`src/rtl/sig_dump_tx.sv`:
```
// End-of-test signature streamer: waits for the tohost completion store, halts the CPU,
// then reads the signature region from BRAM and sends each word as 8 hex chars + newline.
module sig_dump_tx #(
  parameter logic [31:0] SIG_BEGIN = 32'h0000_5000,
  parameter logic [31:0] SIG_END   = 32'h0000_8000,
  parameter logic [31:0] TOHOST    = 32'h0000_5000
) (
  input  logic        clk,
  input  logic        rst,
  input  logic        st_valid,
  input  logic [31:0] st_addr,
  input  logic [31:0] st_data,
  output logic        cpu_halt,
  output logic        rd_en,
  output logic [31:0] rd_addr,
  input  logic [31:0] rd_data,
  output logic [7:0]  tx_data,
  output logic        tx_valid,
  input  logic        tx_ready,
  output logic        busy,
  output logic        done
);

  localparam int unsigned IDX_W = 4;
  localparam logic [IDX_W-1:0] NL_IDX   = IDX_W'(8);
  localparam logic [IDX_W-1:0] LAST_HEX = IDX_W'(7);
  localparam logic [7:0]       ASCII_NL = 8'h0A;

  typedef enum logic [2:0] {
    S_IDLE,
    S_READ,
    S_WAIT,
    S_SEND,
    S_DONE
  } state_t;

  state_t           state;
  logic [31:0]      addr;
  logic [31:0]      word;
  logic [IDX_W-1:0] idx;

  logic        trig_c;
  logic [31:0] addr_next_c;

  assign trig_c      = st_valid && (st_addr == TOHOST) && (st_data == 32'h0000_0001);
  assign addr_next_c = addr + 32'd4;

  // Lowercase hex digit to ASCII.
  function automatic logic [7:0] hex_char(input logic [3:0] n);
    if (n < 4'd10) return 8'h30 + {4'h0, n};
    else           return 8'h57 + {4'h0, n};
  endfunction

  always_ff @(posedge clk or posedge rst) begin
    if (rst) begin
      state    <= S_IDLE;
      addr     <= 32'h0;
      word     <= 32'h0;
      idx      <= '0;
      cpu_halt <= 1'b0;
      rd_en    <= 1'b0;
      rd_addr  <= 32'h0;
      tx_data  <= 8'h0;
      tx_valid <= 1'b0;
      busy     <= 1'b0;
      done     <= 1'b0;
    end else begin
      case (state)
        S_IDLE: begin
          if (trig_c) begin
            cpu_halt <= 1'b1;
            addr     <= SIG_BEGIN;
            if (SIG_BEGIN >= SIG_END) begin
              done  <= 1'b1;
              state <= S_DONE;
            end else begin
              busy    <= 1'b1;
              rd_en   <= 1'b1;
              rd_addr <= SIG_BEGIN;
              state   <= S_READ;
            end
          end
        end
        S_READ: begin
          rd_en <= 1'b0;
          state <= S_WAIT;
        end
        S_WAIT: begin
          // rd_data is valid now; first character is preloaded so SEND starts valid.
          word     <= rd_data;
          idx      <= '0;
          tx_data  <= hex_char(rd_data[31:28]);
          tx_valid <= 1'b1;
          state    <= S_SEND;
        end
        S_SEND: begin
          if (tx_ready) begin
            if (idx == NL_IDX) begin
              tx_valid <= 1'b0;
              addr     <= addr_next_c;
              if (addr_next_c >= SIG_END) begin
                busy  <= 1'b0;
                done  <= 1'b1;
                state <= S_DONE;
              end else begin
                rd_en   <= 1'b1;
                rd_addr <= addr_next_c;
                state   <= S_READ;
              end
            end else begin
              idx     <= idx + IDX_W'(1);
              word    <= {word[27:0], 4'h0};
              tx_data <= (idx == LAST_HEX) ? ASCII_NL : hex_char(word[27:24]);
            end
          end
        end
        S_DONE: begin
          state <= S_DONE;
        end
        default: begin
          state <= S_IDLE;
        end
      endcase
    end
  end

endmodule

```
`config.mk`:
```
export PLATFORM = sky130hd
export DESIGN_NAME = sig_dump_tx
export DESIGN_NICKNAME = d
export VERILOG_FILES = /design/src/rtl/sig_dump_tx.sv
export SDC_FILE = /design/constraint.sdc
export NUM_CORES = 1
export LEC_CHECK = 0
export BUFFER_PORTS_ARGS = -buffer_cell sky130_fd_sc_hd__clkbuf_2
export CAP_MARGIN = 15
export CORE_MARGIN = 5
export CORE_UTILIZATION = 35
export CTS_BUF_LIST = sky130_fd_sc_hd__clkbuf_2 sky130_fd_sc_hd__clkbuf_4 sky130_fd_sc_hd__clkbuf_8
export DETAILED_ROUTE_END_ITERATION = 10
export GPL_TIMING_DRIVEN = 0
export SYNTH_ARGS = -nofsm -noshare
export SYNTH_HDL_FRONTEND = slang
export SYNTH_SLANG_ARGS = --single-unit
export TNS_END_PERCENT = 10
```
`constraint.sdc`:
```
create_clock -name clk -period 9.1 [get_ports clk]
set_input_delay 1.82 -clock clk [delete_from_list [all_inputs] [get_ports clk]]
set_output_delay 1.82 -clock clk [all_outputs]
set_load 0.005 [all_outputs]
```
=== Yosys cells after proc, flatten, opt, wreduce, memory -nomap -nowiden ===
Cells that the tools add are included.

* Flip-flop bits (word level): 112
* Bits of input ports: 100
* Output and inout port bits: 45
* Word-level logic and storage cells: 86

* Add/sub/neg operators: 6
* Magnitude comparators: 3
* Equal/unequal tests: 14
* Muxes and demuxes: 37
* Reductions and logical operators: 15

{| class="wikitable"
|+ Operators by type and width
! kind !! number
|-
| $mux W32 || 6
|-
| $pmux W32 S2 || 2
|-
| $mux W28 || 2
|-
| $pmux W28 S2 || 1
|-
| $mux W8 || 5
|-
| $add A32 B3 Y32 const B || 1
|-
| $eq A32 B1 Y1 const B || 1
|-
| $eq A32 B15 Y1 const B || 1
|-
| $ge A32 B16 Y1 const B || 1
|-
| $add A7 B4 Y8 const A || 2
|-
| $pmux W8 S2 || 1
|-
| $pmux W3 S5 || 1
|-
| $reduce_and A5 Y1 || 3
|-
| $add A6 B4 Y7 const A || 2
|-
| $mux W3 || 4
|-
| $ne A2 B2 Y1 const B || 6
|-
| $mux W1 || 9
|-
| $reduce_and A3 Y1 || 3
|-
| $lt A4 B4 Y1 const B || 2
|-
| $mux W4 || 2
|-
| $pmux W4 S2 || 1
|-
| $reduce_and A4 Y1 || 2
|-
| $eq A3 B2 Y1 const B || 2
|-
| $add A4 B1 Y4 const B || 1
|-
| other kinds (11) || 14
|}

=== Logic depth before layout (Yosys ltp) ===
Gate-level depths: netlist of the first run.

* Depth in word-level cells: 6
* Gate-level depth with buffers: 11
* Gate-level depth less buffers: 8

=== Worst setup path before layout of the first run ===
No wires, ideal clock.

* Path type: input -> register
* Start point: input port tx_ready
* End point: register rd_addr[14]
* Setup time: 79 ps
* Data arrival time: 3,270 ps
* Required time: 9,021 ps
* Path slack: 5,751 ps
* Stages on the path: 6
* Path buffers: 1
* Path through: nand4b_1 > a21oi_1 > nand3_1 > nor4_4 > buf_6 > mux2i_1

* Cells in the longest elaborated chain, start to end: 2

{| class="wikitable"
|+ RTL lines
! what !! RTL line !! RTL
|-
| start: declaration || 19 || <nowiki>input logic tx_ready,</nowiki>
|-
| $ne A2 B2 Y1 (no line) || - ||
|-
| $reduce_and A5 Y1 (no line) || - ||
|-
| end signal: assignment || 107 || <nowiki>rd_addr <= addr_next_c;</nowiki>
|-
| end: declaration || 15 || <nowiki>output logic [31:0] rd_addr,</nowiki>
|}

No other way between the ends.
A chain may end at the register's enable or synchronous reset.

=== Final worst setup path of the first run ===
* Start point: register addr[2]
* End point: register state[2]

* Cells in the longest elaborated chain, start to end: 6

{| class="wikitable"
|+ RTL lines
! what !! RTL line !! RTL
|-
| start: declaration || 38 || <nowiki>logic [31:0] addr;</nowiki>
|-
| start signal: assignment || 100 || <nowiki>addr <= addr_next_c;</nowiki>
|-
| $add A32 B3 Y32 || 46 || <nowiki>assign addr_next_c = addr + 32'd4;</nowiki>
|-
| $ge A32 B16 Y1 || 101 || <nowiki>if (addr_next_c >= SIG_END) begin</nowiki>
|-
| $mux W3 || 101 ||
|-
| $mux W3 || 98 || <nowiki>if (idx == NL_IDX) begin</nowiki>
|-
| $mux W3 || 97 || <nowiki>if (tx_ready) begin</nowiki>
|-
| $pmux W3 S5 || 68 || <nowiki>case (state)</nowiki>
|-
| end signal: assignment || 75 || <nowiki>state <= S_DONE;</nowiki>
|-
| end signal: assignment || 104 || <nowiki>state <= S_DONE;</nowiki>
|-
| end signal: assignment || 108 || <nowiki>state <= S_READ;</nowiki>
|-
| end: declaration || 37 || <nowiki>state_t state;</nowiki>
|}

No other way between the ends. The select of a mux whose other input is x is not followed.

==> summary.md, run 1 <==
| Metric | Value |
|---|---|
| Status | complete, no violations |
| Cell count after synthesis | 708 |
| F_max | about 0.26 GHz |
| CTS tree | done |
| Cell family with most CP delay | simple AND/OR/NAND/NOR gates |
| Die ar. | ~20000 um2 |
| Hold path depth | 1 |
| Max-slew violation count | 0 |
| Ys async rst share | between 90% and 100% |
| Placed cell area | around 7000 um2 |
| Initial antenna violation count | 0 |
| Flip-flop and latch count after synthesis | 111 |
| Largest stage delay, worst path | between 0.8 and 0.9 ns |
| Total number of vias | 5786 |
| Post-CTS setup buffer count | 0 |
| Post-synth top area share | 46.3% |
| Leakage | 0.00327 uW |
| Max IR drop VDD | slightly below 0.06 mV |
| Crit end category | flop |
| Layout Area Growth over Synthesis | 20.5% |
| Routed Antenna Nets | 0 |
| Congestion Overflow GR | 0 |
| Rows | 47 |
| Final period utilization | between 40% and 50% |
| Clock root buffer | clkbuf_8 |
| Fin Hold WS | just under 0.5 ns |
| DR WL/cell | ~16 um |
| CTS max path bufs | 2 |
| WP buf/inv | 1 |
| Mean Syn Cell Area | 8.48 um2 |
| Flop2flop setup slack | between 5 and 6 ns |
| Critical Path AT | between 4 and 5 ns |
| Clock Pin Slew Worst Setup and Hold Paths | between 0.1 and 0.15 ns |
| Clk_skew | 0.0158 ns |
| Layout cells sized above 1 | 20.9% |
| Cells along the critical path | ha_1 -> and4_1 -> buf_4 -> nand4_4 -> o31a_1 -> or4b_1 -> or4_4 -> nor3_1 -> o21ai_0 |
| Worst reg2reg path depth | 9 |
| R2r endpoint | state[2] |
| CTS Buf Count | 9 |
| Via density per instance | about 5.3 |
| Final GP Congestion | ~0.94 |
| Final hold violations | 0 |
| Largest net degree at the start of global routing | 95 |
| Initial Util | about 36% |
| Min-delay worst type | reg -> reg |
| Synth cell types | between 50 and 60 |
| Number of global-route vias before repair | around 5400 |
| Commonest non-fill, non-tap cell in the layout | nand2_1 |
| Worst-Margin Slew | roughly 1 ns |
| Most frequent cells in the layout | 144 x nand2_1, 143 x clkbuf_2, 111 x dfrtp_1 |
| End of the worst hold path | cpu_halt |
| Die W | 141 um |
| Sum Neg Setup Slack | 0 ns |
| Antenna diodes | 0 |
| WP data required | 9.33 ns |
| Number of flops mapped to enable cells by yosys | 0 |
| Die span in y | roughly 140 um |
| CP max-delay cell | nor3_1 |
| Tmin final | ~3.9 ns |
| H-tree depth | 3 |
| Ranking of synthesized cells by area | dfrtp_1 46%, nand2_1 9.0%, nor2_1 5.0%, o21ai_0 4.0%, a31oi_1 2.8% |
| Synth Warn # | 0 |
| Non-filler cells, final | 1088 |
| GRT Overall Usage | between 10% and 20% |
| 1st-iter DRT viols | roughly 420 |
| Top Ports | about 150 |
| # DRC | 0 |
| Synthesized Nets | between 800 and 900 |
| Met2 Resource Use GR | ~28% |
| Clk sinks | about 110 |
| R2r startpoint | addr[2] |
| Relative slew slack | 32.6% |
| Setup CP Type | reg -> reg |
| Worst Path Max Fanout | 10 |
| Biggest area consumer among synthesized cells | dfrtp_1 |
| Final Cell Area | ~7200 um2 |
| RSZ-0062 raised after global routing | no |
| Drt pass-1 iters | 5 |
| Final setup fails | 0 |
| M3 GR Usage | roughly 3% |
| Sequential cell area fraction in the yosys report | about 46% |
| Routed wire length | roughly 18 mm |
| Cell total after placement | roughly 1100 |
| Post-CTS Hold Buffers | 0 |
| Fin nets | 968 |
| Post-synthesis cell area | around 6000 um2 |
| Power Dens Cells | about 120 nW/um2 |
| Post-CTS resize count | 0 |
| MaxCap Viol Count | 0 |
| Gr busiest metal | met2 |
| Hold Crit Start | cpu_halt |
| Buffers added on ports | 143 |
| Startpoint Class | flop |
| Clock Latency Late Sink | approximately 0.4 ns |
| Post-DP HPWL | ~13 mm |
| GRT met1 Usage | between 20% and 30% |
| Global-route wire length before repair | 28.0 mm |
| Most used DFF post-synth | dfrtp_1 |
| Core footprint | about 17000 um2 |
| Filler Cells Inserted | about 1700 |
[worst max path at each step]
stage | from | endpoint | slack (ns) | cells past startpoint
3_5_place_dp | tx_ready | rd_addr[4] | 4.92 | 7
6_report | addr[2] | state[2] | 5.18 | 9
5_1_grt | addr[2] | state[2] | 4.88 | 9
3_3_place_gp | rst | addr[26] | 2.89 | 2
2_1_floorplan | rst | addr[0] | 4.35 | 1
4_1_cts | addr[2] | state[2] | 5.12 | 9
[routing by layer]
metal / share of wire (%) / wire, um
met1: 47 / 8270
met2: 45 / 8030
met3: 6.1 / 1080
met4: 2.0 / 353
met5: 0 / 0
[worst register-to-register path: stages (launching register included)]
cell,delay (ns)
dfrtp_1,0.48
ha_1,0.31
and4_1,0.23
buf_4,0.14
nand4_4,0.21
o31a_1,0.30
or4b_1,0.53
or4_4,0.56
nor3_1,0.82
o21ai_0,0.19
[through the flow]
step                power (uW)  utilization [%]  worst slack (ns)
floorplan                  517                -              4.35
global placement           544             41.9              2.89
detailed placement         546             42.1              4.92
CTS                        866             43.3              5.12
global route               893             43.3              4.88
finish                     855             43.3              5.18
[cell families (layout without fill, tap and decap cells)]
family	after synthesis	count (layout)	share of synthesized area (%)
buf+inv	62	222	4.44
flops	111	111	46.3
compound gates	144	144	15.1
fa+ha+maj	5	5	1.04
other cells	1	1	0.0625
simple gates	351	351	27.8
xor+xnor	17	17	2.48
mux	17	17	2.86
[power by group]
| part | internal (uW) | leakage, uW | switching [uW] |
|---|---|---|---|
| sequential | 493 | 0.00141 | 0 |
| combinational | 20.2 | 0.00176 | 21.7 |
| clock | 136 | 0.000108 | 185 |
[flip-flops by register name (all words and copies together), names as in the netlist]
| register | flops |
|---|---|
| rd_addr | 32 |
| rd_en | 1 |
| tx_valid | 1 |
| word | 28 |
| state | 3 |
| busy | 1 |
| cpu_halt | 1 |
| addr | 32 |
| idx | 4 |
| done | 1 |
| tx_data | 7 |
[synthesized netlist by cell type, types with 8 or more instances]
master / count
nand4_1: 18
a31oi_1: 27
xnor2_1: 12
and2_1: 8
o31ai_1: 15
mux2i_1: 16
clkbuf_1: 32
buf_2: 9
inv_1: 14
o21ai_0: 48
nor4_1: 20
nand2_1: 144
a21oi_1: 20
dfrtp_1: 111
nor2_1: 80
nand3_1: 22
nor3_1: 18
and4_1: 8
[layout make-up]
type | instances | area [um2] | area share [%]
Multi-Input combinational cell | 535 | 2960 | 40.9
Sequential cell | 111 | 2780 | 38.4
Clock buffer | 10 | 131 | 1.82
Inverter | 14 | 57.6 | 0.796
Buffer | 48 | 214 | 2.96
Clock inverter | 6 | 75.1 | 1.04
Tap cell | 220 | 275 | 3.81
Timing Repair Buffer | 144 | 743 | 10.3
Power figures use the tool's default switching activity.
==> run 2, diff against run 1 <==
==> constraint.sdc (replaced) <==
create_clock -name clk -period 3.9 [get_ports clk]
set_input_delay 0.78 -clock clk [delete_from_list [all_inputs] [get_ports clk]]
set_output_delay 0.78 -clock clk [all_outputs]
set_load 0.005 [all_outputs]
==> run 2 against run 1 <==
Clock skew is essentially flat. Global-route usage is the same. Via count is the same. Die area is the same. Clock power grew 130%. Largest power group unchanged.
==> summary.md, run 2 (synthesized netlist as in run 1, its figures left out) <==
| Metric | Value |
|---|---|
| Status | complete, no violations |
| R2r startpoint | addr[2] |
| DR WL/cell | around 16 um |
| Critical Path AT | ~4.0 ns |
| Initial Util | ~36% |
| Layout cells sized above 1 | 21.1% |
| Sum Neg Setup Slack | 0 ns |
| 1st-iter DRT viols | approximately 480 |
| Rows | 47 |
| F_max | ~0.27 GHz |
| Reg power frac | roughly 58% |
| Buffers added on ports | 143 |
| Post-DP HPWL | 13.3 mm |
| Tmin final | 3.64 ns |
| Layout Area Growth over Synthesis | 20.8% |
| Most frequent cells in the layout | 144 x nand2_1, 143 x clkbuf_2, 111 x dfrtp_1 |
| Worst-Margin Slew | 0.882 ns |
| Critical path startpoint | addr[2] |
| Power Dens Cells | 275 nW/um2 |
| CTS Buf Count | 9 |
| Switch Pwr | between 400 and 500 uW |
| Congestion Overflow GR | 0 |
| Min-delay worst type | in -> async |
| WP data required | between 4 and 5 ns |
| Startpoint Class | flop |
| Int Pwr | roughly 1500 uW |
| Clk sinks | approximately 110 |
| Drt pass-1 iters | 5 |
| Multi-input gate area | just under 3000 um2 |
| Setup CP Type | reg -> reg |
| Final core occ | a little over two fifths |
| Via density per instance | between 5 and 6 |
| Filler Cells Inserted | around 1700 |
| H-tree depth | 3 |
| Final setup fails | 0 |
| Core footprint | 16700 um2 |
| RSZ-0062 raised after global routing | no |
| Top Registers | addr x32, rd_addr x32, word x28 |
| Top Ports | approximately 150 |
| Sw Share | ~24% |
| GRT Overall Usage | approximately 17% |
| Clock power frac | 37.3% |
| Number of global-route vias before repair | ~5400 |
| Relative slew slack | a little over 40% |
| Final GP Congestion | between 0.9 and 1 |
| Worst Path Max Fanout | 10 |
| Antenna diodes | 0 |
| Crit end category | flop |
| Total number of vias | 5786 |
| Leakage | approximately 0.0033 uW |
| Final period utilization | 93.4% |
| Routed Antenna Nets | 0 |
| Die ar. | between 15000 and 20000 um2 |
| Max IR drop VDD | between 0.1 and 0.15 mV |
| CTS tree | done |
| Initial antenna violation count | 0 |
| # DRC | 0 |
| Global-route wire length before repair | between 20 and 30 mm |
| CTS max path bufs | 2 |
| Clock root buffer | clkbuf_8 |
| Max-slew violation count | 0 |
| Clock Latency Late Sink | ~0.39 ns |
| Clock Pin Slew Worst Setup and Hold Paths | around 0.11 ns |
| Routed wire length | about 18 mm |
| Clk_skew | ~0.016 ns |
| Final hold violations | 0 |
| Commonest non-fill, non-tap cell in the layout | nand2_1 |
| Fin nets | slightly below 1000 |
| Die W | 141 um |
| Largest net degree at the start of global routing | 95 |
| Combinational share of power | just under 5% |
| FF/Latch Area | between 2000 and 3000 um2 |
| Post-CTS Hold Buffers | 0 |
| MaxCap Viol Count | 0 |
| Die span in y | around 140 um |
run 2: power groups by stage:
stage | sequential, uW | combinational [uW] | clock [uW]
finish | 1150 | 98.1 | 744
global route | 1150 | 111 | 823
CTS | 1150 | 101 | 769
detailed placement | 1170 | 101 | 0
global placement | 1170 | 95.7 | 0
floorplan | 1170 | 33.5 | 0
run 2: final cells by class:
type	count	share of cell area (%)
inverters	14	0.794
multi-input cells	535	40.9
clock buffers	10	1.81
repair buffers	146	10.5
flip-flops and latches	111	38.3
clock inverters	6	1.04
well taps	220	3.80
plain buffers	48	2.95
run 2: path summary, 6_finish.rpt:
path	slack [ns]	to	cells after the start
worst max-delay path	0.26	rd_addr[4]	11
worst min-delay path	0.29	rd_addr[21]	2
worst max register to register	0.26	rd_addr[4]	11
worst min register to register	0.48	cpu_halt	1
max in group asynchronous	2.89	addr[4]	3
min in group clk	0.48	cpu_halt	1
run 2: metrics by stage:
step                total power, uW  instance area, um2  std cells  setup slack [ns]  hold slack, ns
floorplan                      1210                6000        708             0.189           0.453
global placement               1270                6990       1071             -1.27           0.454
detailed placement             1270                7030       1072           -0.0607           0.456
CTS                            2020                7240       1088            0.0490           0.272
global route                   2080                7250       1090            0.0731           0.278
finish                         1990                7250       1090             0.258           0.288
run 2: worst max-delay path, cell delays in order, from the launching register on:
cell and delay (ns):
dfrtp_1 0.47, ha_1 0.31, and4_1 0.23, buf_4 0.14
nand4_4 0.21, o31a_1 0.30, or4b_1 0.54, or4_4 0.56
nor4_4 0.21, buf_4 0.20, buf_6 0.18, mux2i_1 0.21
run 2: routing by layer:
layer	up-vias	routed length, um	global-route usage (%)	part of all wire, %
met3	27	1140	2.95	6.4
met5	-	0	0	0
met1	2732	8210	24.1	46
met2	207	8090	28.0	46
met4	0	323	5.86	1.8
li1	2820	-	-	-
run 2: timing repair:
item                                    4_1_cts  5_1_grt
resized for setup                             1        0
pin swaps                                     1        1
endpoints found under the setup margin        4       23
endpoints found under the hold margin         0        0
setup buffers                                 0        2
